### config.mk
export PLATFORM = sky130hd
export DESIGN_NAME = control_unit_flat
export DESIGN_NICKNAME = d
export VERILOG_FILES = /design/src/rtl/control_unit_pkg.sv /design/src/rtl/control_unit_if.sv /design/src/rtl/control_unit_decoder.sv /design/src/rtl/control_unit.sv /design/src/flat_wrapper.sv
export SDC_FILE = /design/constraint.sdc
export NUM_CORES = 1
export LEC_CHECK = 0
export ABC_AREA = 1
export CORE_MARGIN = 10
export CORE_UTILIZATION = 36
export DETAILED_ROUTE_END_ITERATION = 10
export PLACE_DENSITY = 0.73
export SKIP_LAST_GASP = 1
export SLEW_MARGIN = 30
export SYNTH_ARGS = -nofsm -noshare
export SYNTH_HDL_FRONTEND = slang
export SYNTH_SLANG_ARGS = --single-unit
### constraint.sdc
create_clock -name clk -period 0.8 [get_ports clk]
set_clock_uncertainty 0.2 [all_clocks]
set_input_delay 0.12 -clock clk [delete_from_list [all_inputs] [get_ports clk]]
set_output_delay 0.12 -clock clk [all_outputs]
set_load 0.01 [all_outputs]
### src/rtl/control_unit_pkg.sv
// Shared RV32I decode constants: opcodes, funct3/funct7 values, ALU op codes,
// mux-select encodings and the registered control word.
package control_unit_pkg;

  localparam logic [6:0] R_OPCODE     = 7'b0110011;
  localparam logic [6:0] I_OPCODE     = 7'b0010011;
  localparam logic [6:0] LOAD_OPCODE  = 7'b0000011;
  localparam logic [6:0] S_OPCODE     = 7'b0100011;
  localparam logic [6:0] B_OPCODE     = 7'b1100011;
  localparam logic [6:0] JAL_OPCODE   = 7'b1101111;
  localparam logic [6:0] JALR_OPCODE  = 7'b1100111;
  localparam logic [6:0] LUI_OPCODE   = 7'b0110111;
  localparam logic [6:0] AUIPC_OPCODE = 7'b0010111;

  localparam logic [2:0] FUNCT3_ADD_SUB = 3'b000;
  localparam logic [2:0] FUNCT3_SLL     = 3'b001;
  localparam logic [2:0] FUNCT3_SLT     = 3'b010;
  localparam logic [2:0] FUNCT3_SLTU    = 3'b011;
  localparam logic [2:0] FUNCT3_XOR     = 3'b100;
  localparam logic [2:0] FUNCT3_SRL_SRA = 3'b101;
  localparam logic [2:0] FUNCT3_OR      = 3'b110;
  localparam logic [2:0] FUNCT3_AND     = 3'b111;

  localparam logic [2:0] FUNCT3_LB  = 3'b000;
  localparam logic [2:0] FUNCT3_LH  = 3'b001;
  localparam logic [2:0] FUNCT3_LW  = 3'b010;
  localparam logic [2:0] FUNCT3_LBU = 3'b100;
  localparam logic [2:0] FUNCT3_LHU = 3'b101;

  localparam logic [2:0] FUNCT3_SB = 3'b000;
  localparam logic [2:0] FUNCT3_SH = 3'b001;
  localparam logic [2:0] FUNCT3_SW = 3'b010;

  localparam logic [2:0] FUNCT3_BEQ  = 3'b000;
  localparam logic [2:0] FUNCT3_BNE  = 3'b001;
  localparam logic [2:0] FUNCT3_BLT  = 3'b100;
  localparam logic [2:0] FUNCT3_BGE  = 3'b101;
  localparam logic [2:0] FUNCT3_BLTU = 3'b110;
  localparam logic [2:0] FUNCT3_BGEU = 3'b111;

  localparam logic [2:0] FUNCT3_JALR = 3'b000;

  localparam logic [6:0] FUNCT7_BASE = 7'b0000000;
  localparam logic [6:0] FUNCT7_ALT  = 7'b0100000;

  typedef enum logic [3:0] {
    ALU_ADD  = 4'h0, ALU_SUB  = 4'h1, ALU_SLL = 4'h2, ALU_SLT = 4'h3,
    ALU_SLTU = 4'h4, ALU_XOR  = 4'h5, ALU_SRL = 4'h6, ALU_SRA = 4'h7,
    ALU_OR   = 4'h8, ALU_AND  = 4'h9, ALU_EQ  = 4'hA, ALU_NE  = 4'hB,
    ALU_LT   = 4'hC, ALU_GE   = 4'hD, ALU_LTU = 4'hE, ALU_GEU = 4'hF
  } alu_op_e;

  typedef enum logic [1:0] {
    RF_SEL_ALU  = 2'b00,
    RF_SEL_DMEM = 2'b01,
    RF_SEL_PC4  = 2'b10,
    RF_SEL_UIMM = 2'b11
  } rf_sel_e;

  typedef enum logic [1:0] {
    MUX2_RS2 = 2'b00,
    MUX2_IMM = 2'b01
  } mux2_sel_e;

  localparam logic MUX1_RS1     = 1'b0;
  localparam logic MUX1_PC      = 1'b1;
  localparam logic PC_SEL_ADDER = 1'b0;
  localparam logic PC_SEL_ALU   = 1'b1;

  typedef struct packed {
    rf_sel_e    rf_w_select;
    logic       alu_mux1_select;
    mux2_sel_e  alu_mux2_select;
    alu_op_e    alu_op_select;
    logic       alu_pc_select;
    logic       w_en_rf;
    logic       w_en_pmem;
    logic       wr_en_dmem;
    logic [1:0] rw_mode;
    logic       branch;
    logic       jump;
  } ctrl_t;

  // Arithmetic op shared by R and I-ALU; alt selects SUB/SRA.
  function automatic alu_op_e arith_op(input logic [2:0] funct3, input logic alt);
    case (funct3)
      FUNCT3_ADD_SUB: arith_op = alt ? ALU_SUB : ALU_ADD;
      FUNCT3_SLL:     arith_op = ALU_SLL;
      FUNCT3_SLT:     arith_op = ALU_SLT;
      FUNCT3_SLTU:    arith_op = ALU_SLTU;
      FUNCT3_XOR:     arith_op = ALU_XOR;
      FUNCT3_SRL_SRA: arith_op = alt ? ALU_SRA : ALU_SRL;
      FUNCT3_OR:      arith_op = ALU_OR;
      default:        arith_op = ALU_AND;
    endcase
  endfunction

endpackage

### src/rtl/control_unit_if.sv
// Instruction-in / control-word-out bundle between fetch, decoder and datapath.
// No handshake: instr is sampled every rising edge, controls are valid one edge later.
interface control_unit_if;
  logic [31:0] instr;
  logic [1:0]  rf_w_select;
  logic        alu_mux1_select;
  logic [1:0]  alu_mux2_select;
  logic [3:0]  alu_op_select;
  logic        alu_pc_select;
  logic        w_en_rf;
  logic        w_en_pmem;
  logic        wr_en_dmem;
  logic [1:0]  rw_mode;
  logic        branch;
  logic        jump;

  modport master (
    output instr,
    input  rf_w_select, alu_mux1_select, alu_mux2_select, alu_op_select,
           alu_pc_select, w_en_rf, w_en_pmem, wr_en_dmem, rw_mode, branch, jump
  );

  modport slave (
    input  instr,
    output rf_w_select, alu_mux1_select, alu_mux2_select, alu_op_select,
           alu_pc_select, w_en_rf, w_en_pmem, wr_en_dmem, rw_mode, branch, jump
  );
endinterface

### src/rtl/control_unit_decoder.sv
// Combinational RV32I decode: instruction word to next control word.
// Any unrecognised encoding yields an all-zero word, which also stalls the PC.
module control_decoder
  import control_unit_pkg::*;
(
  input  logic [31:0] instr,
  output ctrl_t       ctrl
);

  logic [6:0] opcode;
  logic [2:0] funct3;
  logic [6:0] funct7;
  logic       valid;
  ctrl_t      c;
  logic       unused_fields;

  assign opcode = instr[6:0];
  assign funct3 = instr[14:12];
  assign funct7 = instr[31:25];
  assign unused_fields = ^{instr[24:15], instr[11:7]};

  always_comb begin
    c     = '0;
    valid = 1'b0;
    case (opcode)
      R_OPCODE: begin
        valid = (funct7 == FUNCT7_BASE) ||
                ((funct7 == FUNCT7_ALT) &&
                 (funct3 == FUNCT3_ADD_SUB || funct3 == FUNCT3_SRL_SRA));
        c.alu_mux1_select = MUX1_RS1;
        c.alu_mux2_select = MUX2_RS2;
        c.alu_op_select   = arith_op(funct3, funct7[5]);
        c.rf_w_select     = RF_SEL_ALU;
        c.w_en_rf         = 1'b1;
      end
      I_OPCODE: begin
        // Only the shift-immediates carry a funct7; ADDI etc. use those bits as immediate.
        case (funct3)
          FUNCT3_SLL:     valid = (funct7 == FUNCT7_BASE);
          FUNCT3_SRL_SRA: valid = (funct7 == FUNCT7_BASE) || (funct7 == FUNCT7_ALT);
          default:        valid = 1'b1;
        endcase
        c.alu_mux1_select = MUX1_RS1;
        c.alu_mux2_select = MUX2_IMM;
        c.alu_op_select   = arith_op(funct3, (funct3 == FUNCT3_SRL_SRA) && funct7[5]);
        c.rf_w_select     = RF_SEL_ALU;
        c.w_en_rf         = 1'b1;
      end
      LOAD_OPCODE: begin
        valid = funct3 inside {FUNCT3_LB, FUNCT3_LH, FUNCT3_LW, FUNCT3_LBU, FUNCT3_LHU};
        c.alu_op_select   = ALU_ADD;
        c.alu_mux2_select = MUX2_IMM;
        c.rf_w_select     = RF_SEL_DMEM;
        c.w_en_rf         = 1'b1;
        c.rw_mode         = funct3[1:0];
      end
      S_OPCODE: begin
        valid = funct3 inside {FUNCT3_SB, FUNCT3_SH, FUNCT3_SW};
        c.alu_op_select   = ALU_ADD;
        c.alu_mux2_select = MUX2_IMM;
        c.wr_en_dmem      = 1'b1;
        c.rw_mode         = funct3[1:0];
      end
      B_OPCODE: begin
        valid = 1'b1;
        case (funct3)
          FUNCT3_BEQ:  c.alu_op_select = ALU_EQ;
          FUNCT3_BNE:  c.alu_op_select = ALU_NE;
          FUNCT3_BLT:  c.alu_op_select = ALU_LT;
          FUNCT3_BGE:  c.alu_op_select = ALU_GE;
          FUNCT3_BLTU: c.alu_op_select = ALU_LTU;
          FUNCT3_BGEU: c.alu_op_select = ALU_GEU;
          default:     valid = 1'b0;
        endcase
        c.alu_mux2_select = MUX2_RS2;
        c.alu_pc_select   = PC_SEL_ADDER;
        c.branch          = 1'b1;
      end
      JAL_OPCODE: begin
        valid = 1'b1;
        c.jump          = 1'b1;
        c.alu_pc_select = PC_SEL_ADDER;
        c.rf_w_select   = RF_SEL_PC4;
        c.w_en_rf       = 1'b1;
      end
      JALR_OPCODE: begin
        valid = (funct3 == FUNCT3_JALR);
        c.alu_op_select   = ALU_ADD;
        c.alu_mux1_select = MUX1_RS1;
        c.alu_mux2_select = MUX2_IMM;
        c.jump            = 1'b1;
        c.alu_pc_select   = PC_SEL_ALU;
        c.rf_w_select     = RF_SEL_PC4;
        c.w_en_rf         = 1'b1;
      end
      LUI_OPCODE: begin
        valid = 1'b1;
        c.rf_w_select = RF_SEL_UIMM;
        c.w_en_rf     = 1'b1;
      end
      AUIPC_OPCODE: begin
        valid = 1'b1;
        c.alu_op_select   = ALU_ADD;
        c.alu_mux1_select = MUX1_PC;
        c.alu_mux2_select = MUX2_IMM;
        c.rf_w_select     = RF_SEL_ALU;
        c.w_en_rf         = 1'b1;
      end
      default: valid = 1'b0;
    endcase
    c.w_en_pmem = 1'b1;
    if (!valid) c = '0;
  end

  assign ctrl = c;

endmodule

### src/rtl/control_unit.sv
// Registered RV32I control unit: decodes instr combinationally and
// presents the control word one rising edge later.
module control_unit
  import control_unit_pkg::*;
(
  input logic           clk,
  input logic           rst,
  control_unit_if.slave bus
);

  ctrl_t next_ctrl;
  ctrl_t ctrl_q;

  control_decoder u_decoder (
    .instr (bus.instr),
    .ctrl  (next_ctrl)
  );

  always_ff @(posedge clk or posedge rst) begin
    if (rst) ctrl_q <= '0;
    else     ctrl_q <= next_ctrl;
  end

  assign bus.rf_w_select     = ctrl_q.rf_w_select;
  assign bus.alu_mux1_select = ctrl_q.alu_mux1_select;
  assign bus.alu_mux2_select = ctrl_q.alu_mux2_select;
  assign bus.alu_op_select   = ctrl_q.alu_op_select;
  assign bus.alu_pc_select   = ctrl_q.alu_pc_select;
  assign bus.w_en_rf         = ctrl_q.w_en_rf;
  assign bus.w_en_pmem       = ctrl_q.w_en_pmem;
  assign bus.wr_en_dmem      = ctrl_q.wr_en_dmem;
  assign bus.rw_mode         = ctrl_q.rw_mode;
  assign bus.branch          = ctrl_q.branch;
  assign bus.jump            = ctrl_q.jump;

endmodule

### src/flat_wrapper.sv
// flat-port wrapper written by rule: the top's interface ports become plain ports
module control_unit_flat import control_unit_pkg::*;
  (clk, rst, bus_instr, bus_rf_w_select, bus_alu_mux1_select, bus_alu_mux2_select, bus_alu_op_select, bus_alu_pc_select, bus_w_en_rf, bus_w_en_pmem, bus_wr_en_dmem, bus_rw_mode, bus_branch, bus_jump);
  control_unit_if bus_i ();
  input logic clk;
  input logic rst;
  input wire logic [$bits(bus_i.instr)-1:0] bus_instr;
  output wire logic [$bits(bus_i.rf_w_select)-1:0] bus_rf_w_select;
  output wire logic [$bits(bus_i.alu_mux1_select)-1:0] bus_alu_mux1_select;
  output wire logic [$bits(bus_i.alu_mux2_select)-1:0] bus_alu_mux2_select;
  output wire logic [$bits(bus_i.alu_op_select)-1:0] bus_alu_op_select;
  output wire logic [$bits(bus_i.alu_pc_select)-1:0] bus_alu_pc_select;
  output wire logic [$bits(bus_i.w_en_rf)-1:0] bus_w_en_rf;
  output wire logic [$bits(bus_i.w_en_pmem)-1:0] bus_w_en_pmem;
  output wire logic [$bits(bus_i.wr_en_dmem)-1:0] bus_wr_en_dmem;
  output wire logic [$bits(bus_i.rw_mode)-1:0] bus_rw_mode;
  output wire logic [$bits(bus_i.branch)-1:0] bus_branch;
  output wire logic [$bits(bus_i.jump)-1:0] bus_jump;
  assign bus_i.instr = bus_instr;
  assign bus_rf_w_select = bus_i.rf_w_select;
  assign bus_alu_mux1_select = bus_i.alu_mux1_select;
  assign bus_alu_mux2_select = bus_i.alu_mux2_select;
  assign bus_alu_op_select = bus_i.alu_op_select;
  assign bus_alu_pc_select = bus_i.alu_pc_select;
  assign bus_w_en_rf = bus_i.w_en_rf;
  assign bus_w_en_pmem = bus_i.w_en_pmem;
  assign bus_wr_en_dmem = bus_i.wr_en_dmem;
  assign bus_rw_mode = bus_i.rw_mode;
  assign bus_branch = bus_i.branch;
  assign bus_jump = bus_i.jump;
  control_unit u_core (.clk(clk), .rst(rst), .bus(bus_i));
endmodule
# Word-level counts from Yosys, hierarchy flattened

Index checks and enable logic that the tools add are counted.

Output and inout port bits: 17
Register bits after elaboration: 17
Input bits: 34

Multiplexer cells: 20
Equality and inequality tests: 17
Reduce and logical (&&, ||, !) cells: 15

Operators by type and width:

| operator           | count |
|---|---|
| $pmux 4 s7         | 2 |
| $eq 7x6->1 const B | 4 |
| $pmux 4 s6         | 1 |
| $eq 7x7->1 const B | 3 |
| $pmux 5 s4         | 1 |
| $mux 17            | 1 |
| $eq 7x5->1 const B | 2 |
| $eq 3x3->1 const B | 4 |
| $mux 1             | 11 |
| $eq 7x2->1 const B | 1 |
| $logic_not 7->1    | 1 |
| $pmux 1 s7         | 1 |
| $reduce_or 7->1    | 1 |
| $eq 3x2->1 const B | 2 |
| $pmux 2 s3         | 1 |
| $reduce_or 6->1    | 1 |
| $reduce_bool 5->1  | 1 |
| $reduce_or 2->1    | 2 |
| $reduce_or 4->1    | 1 |
| $eq 3x1->1 const B | 1 |
| $logic_not 3->1    | 1 |
| $logic_or 1x1->1   | 3 |
| $reduce_bool 3->1  | 1 |
| $reduce_or 3->1    | 1 |
| 3 further kinds    | 4 |

# Longest topological paths before layout

Word-level depth: 6
Depth in mapped cells: 11

# By module

Synthesis repeated with hierarchy kept, for this count alone.

Cells, all modules: 149
Area, all modules: 1033.5 um2

By module, submodules not included:

| module          | cells each | instances | area an instance (um2) | seq. area each (um2) |
|---|---|---|---|---|
| control_decoder | 131        | 1         | 604.3                  | 0.0 |
| control_unit    | 18         | 1         | 429.2                  | 425.4 |

# Worst setup path before layout

No wires, ideal clock.

Path kind: in2reg
Start: input port bus_instr[13]
End: register u_core.ctrl_q (netlist bit u_core.bus.alu_mux2_select[0])
Slack: -0.562 ns
Arrival time: 1.039 ns
Library setup time: 0.123 ns
Stages: 11
Path through: inv_1 -> ha_1 -> inv_1 -> nand2_1 -> inv_1 -> nand2_1 -> nand2_1 -> nand3_2 -> nor2_2 -> buf_6 -> nor2_2

RTL lines:

| what                 | line               | text |
|---|---|---|
| start, declared      | flat_wrapper.sv:7  | `input wire logic [$bits(bus_i.instr)-1:0] bus_instr;` |
| end signal, assigned | control_unit.sv:21 | `else ctrl_q <= next_ctrl;` |
| end, declared        | control_unit.sv:12 | `ctrl_t ctrl_q;` |

==> flow_summary.json <==
{
  "outcome": "finished with violations",
  "failed_checks": "negative hold slack, negative setup slack",
  "root_buffer": "clkbuf_4",
  "port_buffers": 34,
  "holdWs_ns": -0.05144,
  "p_leak_nw": 0.9964,
  "avgSynthCellArea_um2": 7.443,
  "finalWeightedCongestion": 0.8446,
  "cts_made_buffers": 3,
  "routedWlPerCell_um": 14.30,
  "dieArea_um2": 5333,
  "setup_violations": 32,
  "synth_nets": 175,
  "regArea_um2": 400.4,
  "final_area_um2": 1908,
  "vdd_drop_max_mv": 0.9156,
  "yosysTopAreaCellShare_pct": 39.56,
  "path_class": "in -> reg",
  "placedInstanceArea_um2": 1672,
  "ioPinCount": 51,
  "htreeDepth": 1,
  "ys_types": 23,
  "die_h_um": 73.03,
  "maxCapViolations": 0,
  "multi_input_area_um2": 690.7,
  "clkTransAtPathRegs_ns": 0.09,
  "netlist_instances": 136,
  "fillers": 204,
  "die_w_um": 73.03,
  "vias": 1182,
  "grt_pass1_vias": 1278,
  "ys_async_sr_fraction_pct": 100.0,
  "worstHoldPathType": "in -> async",
  "layout_min_cycle_time_ns": 1.236,
  "finalHoldViolations": 16,
  "fmax_mhz": 808.9,
  "worstPathArrival_ns": 1.19,
  "crit_fanout": 6,
  "slew_violations": 0,
  "grt_setup_unrepaired": "true",
  "viasPerCell": 4.884,
  "grt_usage_pct": 12.36,
  "synth_top_area_cell": "dfrtp_1",
  "detail_route.first_pass.iterations": 4,
  "synth_top_flop_cell": "dfrtp_1",
  "fin_util_pct": 69.79,
  "drive_above_1_share_pct": 57.35,
  "crit_path_end_kind": "register",
  "coreArea_um2": 2734,
  "ys_warn_count": 0,
  "wirelength_mm": 3.460,
  "power_density_nw_per_um2": 946.9,
  "antenna_found_initial": 0,
  "final_common_cell": "buf_4",
  "grt_max_degree": 17,
  "synth_area_leaders": "dfrtp_1, nand2_1, nor2_2",
  "drt_iter0_markers": 65,
  "worst_setup_path_start_kind": "input pin",
  "final_nets": 251,
  "synth-edff-count": 0,
  "setup_slack_ns": -0.4363,
  "start_util_pct": 37.03,
  "ys_ff_latch": 16,
  "rows": 19,
  "cts_tree": "done",
  "grt_overflow": 0,
  "grt_pass1_wl_mm": 5.368,
  "antenna_cells": 0,
  "netlist_area_um2": 1012,
  "dp_hpwl_mm": 2.389,
  "yosysSeqAreaShare_pct": 39.56,
  "clockBufferDepth": 2,
  "drc": 0,
  "period_share_pct": 154.5,
  "cts.sinks": 16,
  "postRouteAntennaNets": 0,
  "final_cell_mix": "buf_4, nand2_1, buf_6",
  "area_growth_pct": 88.50,
  "required_ns": 0.75
}
[cells by family (layout without fill, tap and decap cells)]
group           Yosys count  count (layout)  synth area share [%]
compound gates           13              13                 7.541
fa+ha+maj                 5               5                 6.180
buf+inv                  24              99                 10.14
flops                    16              16                 39.55
other cells               1               1                0.3705
simple gates             77              77                 36.22
[power breakdown]
part	total (W)	internal [W]	leakage, nW	switching, W
Sequential	0.000812	0.000811	0.223	0.000000954
Clock	0.000502	0.000277	0.0210	0.000226
Combinational	0.000492	0.000246	0.752	0.000247
[through the flow]
stage | worst slack [ns] | setup TNS (ns) | total power, W | cells
after floorplan | -0.5314 | -5.976 | 0.0009817 | 136
after global placement | -1.114 | -21.96 | 0.001201 | 231
after detailed placement | -1.171 | -22.82 | 0.001218 | 231
after CTS | -0.4086 | -9.894 | 0.001773 | 241
after global routing | -0.4988 | -11.59 | 0.001894 | 242
final | -0.4363 | -10.19 | 0.001807 | 242
[cells in the mapped netlist (2+ instances only)]
library cell  number
nor3_2             2
a21oi_1            2
nor3_1             4
dfrtp_1           16
inv_1             18
nand3_2            2
nand2_2            2
ha_1               5
o21ai_0            7
nor2_1            17
nor2_2            12
nand3_1            7
nand2_1           30
inv_2              3
[per-layer routing]
layer	share of wire [%]	vias to the layer above	global-route usage [%]	wire, um
li1	-	572	-	-
met1	37	552	11.58	1268
met2	54	50	22.16	1860
met3	7.9	8	4.082	274
met4	1.6	0	8.228	57
met5	0	-	0	0
[worst max-delay path: stages]
cell and delay [ns]:
buf_8 0.08, clkinvlp_4 0.16, ha_4 0.20, inv_2 0.03
nand2_1 0.04, inv_1 0.06, nand2_1 0.05, nand2_1 0.06
nand3_2 0.08, nor2_4 0.12, buf_6 0.15, nor2_4 0.03
[worst paths after layout]
| check | endpoint | slack (ns) | from | depth (start not counted) |
|---|---|---|---|---|
| max in group asynchronous | u_core.bus.w_en_rf | 0.33 | rst | 3 |
| min in group clk | u_core.bus.jump | 0.07 | bus_instr[4] | 5 |
| min | u_core.bus.w_en_pmem | -0.05 | rst | 3 |
| max | u_core.bus.rf_w_select[0] | -0.44 | bus_instr[13] | 12 |
[sequential cells by signal (all words and copies together) (netlist names)]
name,flops
u_core.bus.w_en_pmem,1
u_core.bus.branch,1
u_core.bus.alu_mux1_select,1
u_core.bus.alu_op_select,4
u_core.bus.wr_en_dmem,1
u_core.bus.jump,1
u_core.bus.rf_w_select,2
u_core.bus.rw_mode,2
u_core.bus.w_en_rf,1
u_core.bus.alu_pc_select,1
u_core.bus.alu_mux2_select,1
[layout make-up]
| cell class | instances | area share, % |
|---|---|---|
| flip-flops and latches | 16 | 20.98 |
| clock buffers | 4 | 1.902 |
| well taps | 31 | 2.033 |
| repair buffers | 74 | 34.10 |
| inverters | 21 | 4.787 |
| multi-input cells | 96 | 36.20 |
[repair_timing]
item / 4_1_cts / 5_1_grt
setup endpoints to repair: 32 / 32
setup buffers: 8 / 1
resized for setup: 150 / 32
pin swaps: 27 / 19
hold endpoints to repair: 16 / 16
Power figures use the tool's default switching activity.
